===== config.mk =====
export PLATFORM = sky130hd
export DESIGN_NAME = gaussian_feeder
export DESIGN_NICKNAME = d
export VERILOG_FILES = /design/src/rtl/gaussian_pkg.sv /design/src/rtl/gaussian_line_fifo.sv /design/src/rtl/gaussian_feeder.sv
export SDC_FILE = /design/constraint.sdc
export NUM_CORES = 2
export LEC_CHECK = 0
export CORE_MARGIN = 2
export CORE_UTILIZATION = 47
export DETAILED_ROUTE_END_ITERATION = 8
export PLACE_DENSITY_LB_ADDON = 0.12
export SYNTH_ARGS = -nofsm -noshare
export SYNTH_HDL_FRONTEND = slang
export SYNTH_SLANG_ARGS = --single-unit

===== constraint.sdc =====
create_clock -name clk -period 16.05 [get_ports clk]
set_clock_uncertainty 0.1 [all_clocks]
set_input_delay 2.4075 -clock clk [delete_from_list [all_inputs] [get_ports clk]]
set_output_delay 2.4075 -clock clk [all_outputs]
set_load 0.01 [all_outputs]

===== src/rtl/gaussian_pkg.sv =====
// Shared widths and feeder state encoding for the gaussian datapath.
package gaussian_pkg;
    localparam int LINE_WIDTH     = 512;
    localparam int BEAT_WIDTH     = 128;
    localparam int BEATS_PER_LINE = LINE_WIDTH / BEAT_WIDTH;
    localparam int PIXEL_WIDTH    = 8;

    typedef enum logic [1:0] {
        IDLE,
        STREAM,
        FLUSH,
        DONE
    } feeder_state_t;
endpackage


===== src/rtl/gaussian_line_fifo.sv =====
// Line buffer between the memory read port and the beat serialiser.
module gaussian_line_fifo
    import gaussian_pkg::*;
#(
    parameter int WIDTH = LINE_WIDTH,
    parameter int DEPTH = 4
) (
    input  logic                     clk,
    input  logic                     rst_b,
    input  logic                     push,
    input  logic                     pop,
    input  logic [WIDTH-1:0]         wdata,
    output logic [WIDTH-1:0]         rdata,
    output logic                     full,
    output logic                     empty,
    output logic [$clog2(DEPTH):0]   count
);
    localparam int PTR_W = $clog2(DEPTH);

    logic [WIDTH-1:0] mem_q [DEPTH];
    logic [PTR_W-1:0] wr_ptr_q;
    logic [PTR_W-1:0] rd_ptr_q;
    logic [PTR_W:0]   count_q;
    logic             do_push;
    logic             do_pop;

    assign full    = (count_q == (PTR_W+1)'(DEPTH));
    assign empty   = (count_q == '0);
    assign count   = count_q;
    assign rdata   = mem_q[rd_ptr_q];
    assign do_push = push && !full;
    assign do_pop  = pop && !empty;

    always_ff @(posedge clk or negedge rst_b) begin
        if (!rst_b) begin
            wr_ptr_q <= '0;
            rd_ptr_q <= '0;
            count_q  <= '0;
        end else begin
            if (do_push) wr_ptr_q <= wr_ptr_q + 1'b1;
            if (do_pop)  rd_ptr_q <= rd_ptr_q + 1'b1;
            case ({do_push, do_pop})
                2'b10:   count_q <= count_q + 1'b1;
                2'b01:   count_q <= count_q - 1'b1;
                default: count_q <= count_q;
            endcase
        end
    end

    // Storage carries no reset; only pointers define validity.
    always_ff @(posedge clk) begin
        if (do_push) mem_q[wr_ptr_q] <= wdata;
    end
endmodule


===== src/rtl/gaussian_feeder.sv =====
// Serialises buffered memory lines into beats for gaussian_unit and
// appends zero flush beats after each frame.
//
//  state  | meaning
//  IDLE   | waiting for start
//  STREAM | accepting lines, issuing pixel beats
//  FLUSH  | issuing zero beats until FLUSH_BEATS sent
//  DONE   | one-cycle done pulse, then back to IDLE
module gaussian_feeder
    import gaussian_pkg::*;
#(
    parameter int FIFO_DEPTH  = 4,
    parameter int FLUSH_BEATS = 66
) (
    input  logic                  clk,
    input  logic                  rst_b,
    input  logic                  start,
    input  logic [31:0]           frame_beats,
    input  logic [LINE_WIDTH-1:0] line_in,
    input  logic                  line_valid,
    output logic                  line_ready,
    input  logic                  stall,
    output logic [BEAT_WIDTH-1:0] data_out,
    output logic                  valid_out,
    output logic                  busy,
    output logic                  done
);
    localparam int SUB_W   = $clog2(BEATS_PER_LINE);
    localparam int FLUSH_W = $clog2(FLUSH_BEATS + 1);
    localparam int CNT_W   = $clog2(FIFO_DEPTH) + 1;

    feeder_state_t         state_q;
    logic [31:0]           frame_beats_q;
    logic [31:0]           beat_cnt_q;
    logic [31:0]           lines_needed_q;
    logic [31:0]           lines_acc_q;
    logic [SUB_W-1:0]      sub_q;
    logic [FLUSH_W-1:0]    flush_cnt_q;
    logic [BEAT_WIDTH-1:0] data_q;
    logic                  valid_q;
    logic                  busy_q;
    logic                  done_q;

    logic [LINE_WIDTH-1:0] fifo_rdata;
    logic                  fifo_full;
    logic                  fifo_empty;
    logic [CNT_W-1:0]      fifo_count;
    logic                  push;
    logic                  pop;
    logic                  stream_issue;
    logic                  flush_issue;
    logic                  last_pixel;
    logic                  flush_last_sent;
    logic [BEAT_WIDTH-1:0] line_beats [BEATS_PER_LINE];

    for (genvar g = 0; g < BEATS_PER_LINE; g++) begin : g_beat
        assign line_beats[g] = fifo_rdata[g*BEAT_WIDTH +: BEAT_WIDTH];
    end

    assign line_ready      = (state_q == STREAM) && !fifo_full && (lines_acc_q < lines_needed_q);
    assign push            = line_valid && line_ready;
    assign last_pixel      = (beat_cnt_q == frame_beats_q - 32'd1);
    assign stream_issue    = (state_q == STREAM) && !stall && !fifo_empty;
    assign flush_last_sent = (flush_cnt_q == FLUSH_W'(FLUSH_BEATS));
    assign flush_issue     = (state_q == FLUSH) && !stall && !flush_last_sent;
    // A short last line is popped early, dropping its unused quarters.
    assign pop             = stream_issue && ((sub_q == SUB_W'(BEATS_PER_LINE - 1)) || last_pixel);

    assign data_out  = data_q;
    assign valid_out = valid_q;
    assign busy      = busy_q;
    assign done      = done_q;

    gaussian_line_fifo #(
        .WIDTH (LINE_WIDTH),
        .DEPTH (FIFO_DEPTH)
    ) u_fifo (
        .clk   (clk),
        .rst_b (rst_b),
        .push  (push),
        .pop   (pop),
        .wdata (line_in),
        .rdata (fifo_rdata),
        .full  (fifo_full),
        .empty (fifo_empty),
        .count (fifo_count)
    );

    always_ff @(posedge clk or negedge rst_b) begin
        if (!rst_b) begin
            state_q        <= IDLE;
            frame_beats_q  <= '0;
            beat_cnt_q     <= '0;
            lines_needed_q <= '0;
            lines_acc_q    <= '0;
            sub_q          <= '0;
            flush_cnt_q    <= '0;
            data_q         <= '0;
            valid_q        <= 1'b0;
            busy_q         <= 1'b0;
            done_q         <= 1'b0;
        end else begin
            valid_q <= stream_issue || flush_issue;
            done_q  <= 1'b0;
            if (stream_issue)     data_q <= line_beats[sub_q];
            else if (flush_issue) data_q <= '0;

            case (state_q)
                IDLE: begin
                    if (start) begin
                        frame_beats_q  <= frame_beats;
                        lines_needed_q <= (frame_beats >> SUB_W) + 32'(|frame_beats[SUB_W-1:0]);
                        beat_cnt_q     <= '0;
                        lines_acc_q    <= '0;
                        sub_q          <= '0;
                        flush_cnt_q    <= '0;
                        busy_q         <= 1'b1;
                        state_q        <= (frame_beats == '0) ? FLUSH : STREAM;
                    end
                end
                STREAM: begin
                    if (push) lines_acc_q <= lines_acc_q + 32'd1;
                    if (stream_issue) begin
                        beat_cnt_q <= beat_cnt_q + 32'd1;
                        if (last_pixel) begin
                            sub_q   <= '0;
                            state_q <= FLUSH;
                        end else begin
                            sub_q <= sub_q + 1'b1;
                        end
                    end
                end
                FLUSH: begin
                    // One extra FLUSH cycle lets the last beat's valid_out precede done.
                    if (flush_issue) begin
                        flush_cnt_q <= flush_cnt_q + 1'b1;
                    end else if (flush_last_sent) begin
                        state_q <= DONE;
                        done_q  <= 1'b1;
                    end
                end
                DONE: begin
                    state_q <= IDLE;
                    busy_q  <= 1'b0;
                end
                default: state_q <= IDLE;
            endcase
        end
    end

    a_ready_room: assert property (@(posedge clk) disable iff (!rst_b)
        line_ready |-> (fifo_count < CNT_W'(FIFO_DEPTH)));
endmodule


==> summary.txt <==
Run status
  – Status: complete, no violations

Routing
  – Post-route DRC violation count: 0
  – Final wirelength: 216 mm
  – DRT iter0 DRCs: 3339
  – Drt wl/cell: 28.2 µm
  – DRT antenna net count: 0
  – Drt first pass iters: 5
  – Total number of vias: 43835
  – DR vias/cell: 5.73

Worst setup path
  – Worst Path Required: 16410 ps
  – Critical-path cell list: clkdlybuf4s50_1 > inv_1 > nor3_1 > buf_4 > and2_4 > buf_4 > buf_4 > buf_4
  – Crit Path Max Fanout: 61
  – Arrival @ worst endpoint: 6720 ps
  – Most used cell, CP: buf_4
  – CP max stage delay: 850 ps
  – Crit path kind: input pin to flip-flop
  – Startpoint class of the critical path: input pin
  – Crit end category: flip-flop
  – Slowest CP cell: buf_4

Clocking
  – CTS resizes: 0
  – CTS root buf: clkbuf_16
  – Hold-fix buffers at CTS: 0
  – Clock latency on the worst-skew pair: 860 ps
  – Num CTS Buffers: 231
  – CTS tree: done
  – H-tree levels: 4
  – Setup Buffers After CTS: 0
  – CTS Sinks: 2324
  – Clock slew seen by the registers of the worst setup and hold paths: 60 ps
  – Maximum buffer depth of the clock tree: 3

Logic synthesis
  – Synth Register Bits: 2324
  – Top cell type's share of synthesized area: 68.2%
  – Synthesized area: 0.0902 mm²
  – Avg Inst Size Synth: 21.8 µm²
  – Number of synthesized flops with an enable pin: 2048
  – Most used flip-flop cell after synthesis: edfxtp_1
  – Post-synthesis sequential area ratio: 75.9%
  – Ys async rst share: 11.9%
  – Post-Syn Instances: 4145
  – Synthesis Warnings: 0
  – Syn Nets: 4742
  – Yosys top cell by area: edfxtp_1
  – Area contributors post-synth: edfxtp_1, mux4_2, dfrtp_1
  – Cell variety after synth: 69

Timing
  – Hold_ws: 382 ps
  – Max-slew headroom: 25.2%
  – Tmin final: 6360 ps
  – Fin. max-slew vios: 0
  – Final Hold Vio Count: 0
  – Final TNS setup: 0 ps
  – RSZ-0062 raised after global routing: no
  – Worst slew pin tran: 1120 ps
  – Setup violations, final: 0
  – Final worst slack: 9690 ps
  – Max Fclk: 157 MHz
  – Final period util: 39.6%

Finish
  – Commonest non-fill, non-tap cell in the layout: edfxtp_1
  – Commonest non-fill, non-tap cells in the layout: edfxtp_1, clkdlybuf4s50_1, mux4_2, dfrtp_1, clkbuf_16
  – Area growth syn-to-layout: 19.2%
  – Final cell count without fillers: 7651
  – Layout cell share with drive strength beyond 1: 21.3%
  – Nets: 5509
  – Finished Core Util: 56.5%
  – Final instance area: 0.107 mm²

Die
  – Initial core utilization: 47.4%
  – CORE AREA: 0.190 mm²
  – DIE AREA: 0.195 mm²
  – Die Wd: 442 µm
  – Num rows: 160
  – Num ports: 681
  – Die Ht: 442 µm

Placement
  – Placed wire-length estimate: 130 mm
  – Placed Area: 0.100 mm²
  – Number of I/O port buffers: 680
  – Placed insts: 7190
  – Final GP Congestion: 0.813
  – Dpl ws: 8740 ps

Hold path
  – Worst Hold Class: flip-flop to flip-flop

Global route
  – Grt total ovfl: 0
  – Vias in the first global route: 45931
  – Total track usage: 22.1%
  – Pin count of the biggest net entering global routing: 145
  – GRT met3 Usage: 5.15%
  – First-pass GRT wire length: 317 mm
  – Most Crowded Layer GR: met2
  – GR Layer Usage met2: 37.6%
  – Initial antenna violation count: 107
  – Met1 Use GR: 28.2%

Flow run
  – MaxCap Viol Count: 0

Pwr
  – Leak: 34.6 nW
  – Final Power: 16.8 mW
  – Worst vdd ir: 0.106 mV
  – Pwr dens: 156 mW/mm²
-- worst paths after layout --
check	startpoint	endpoint	slack, ps	cells after the start
max	line_valid	u_fifo.mem_q[1][225]	9690	8
min	lines_needed_q[21]	lines_needed_q[21]	380	2
max reg2reg	state_q[1]	u_fifo.mem_q[1][225]	9800	13
min reg2reg	lines_needed_q[21]	lines_needed_q[21]	380	2
max in group asynchronous	rst_b	data_out[79]	11310	4
min in group asynchronous	rst_b	data_out[109]	1530	1
-- area by class of cell --
| class | instances | area, µm² |
|---|---|---|
| clock buffer | 336 | 6500 |
| clock inverter | 106 | 973 |
| tap | 2511 | 3140 |
| sequential | 2324 | 68400 |
| fill | 14134 | 82900 |
| multi-input combinational | 1550 | 20800 |
| timing repair buffer | 743 | 7410 |
| inverter | 62 | 233 |
| antenna | 19 | 47.5 |
-- registers in the layout, summed over array words and instances (netlist names) --
register	cells
u_fifo.mem_q	2048
data_out	128
beat_cnt_q	32
frame_beats_q	32
lines_acc_q	32
lines_needed_q	31
flush_cnt_q	7
u_fifo.count	3
state_q	2
sub_q	2
u_fifo.rd_ptr_q	2
u_fifo.wr_ptr_q	2
busy	1
done	1
valid_out	1
-- report_power, final --
part	leakage, nW	internal (mW)	switching (mW)
Combinational	8.88	1.79	1.86
Sequential	22.1	7.43	0.383
Clock	3.65	3.02	2.26
-- cell families (layout without fill, tap and decap cells) --
group | after synthesis | count (layout) | synth area share [%]
other | 0 | 19 | 0
multiplexers | 679 | 679 | 16.5
flip-flops | 2324 | 2324 | 75.9
buffers and inverters | 271 | 1247 | 1.14
AND/OR/NAND/NOR | 412 | 412 | 2.35
adder cells (fa/ha/maj) | 48 | 48 | 0.674
AO/OA/AOI/OAI | 295 | 295 | 2.38
XOR/XNOR | 116 | 116 | 1.13
-- worst max-delay path: cells and delay by family --
kind | cells | cell delay (ps)
AND/OR/NAND/NOR | 2 | 800
buffers and inverters | 6 | 3250
-- metal layers --
metal | routed length [µm] | vias up
met5 | 463 | -
met2 | 111000 | 1210
li1 | - | 18923
met4 | 5600 | 74
met1 | 85900 | 23216
met3 | 12900 | 412
-- Yosys cell counts (all sizes together), types with 47 or more instances --
library cell / n
edfxtp: 2048
mux4: 640
a22o: 130
nor2: 88
o21ai: 71
dfrtp: 276
clkbuf: 150
xnor2: 52
buf: 59
inv: 62
ha: 47
nand2: 102
xor2: 64
No activity file was read; power rests on OpenSTA's default activity.
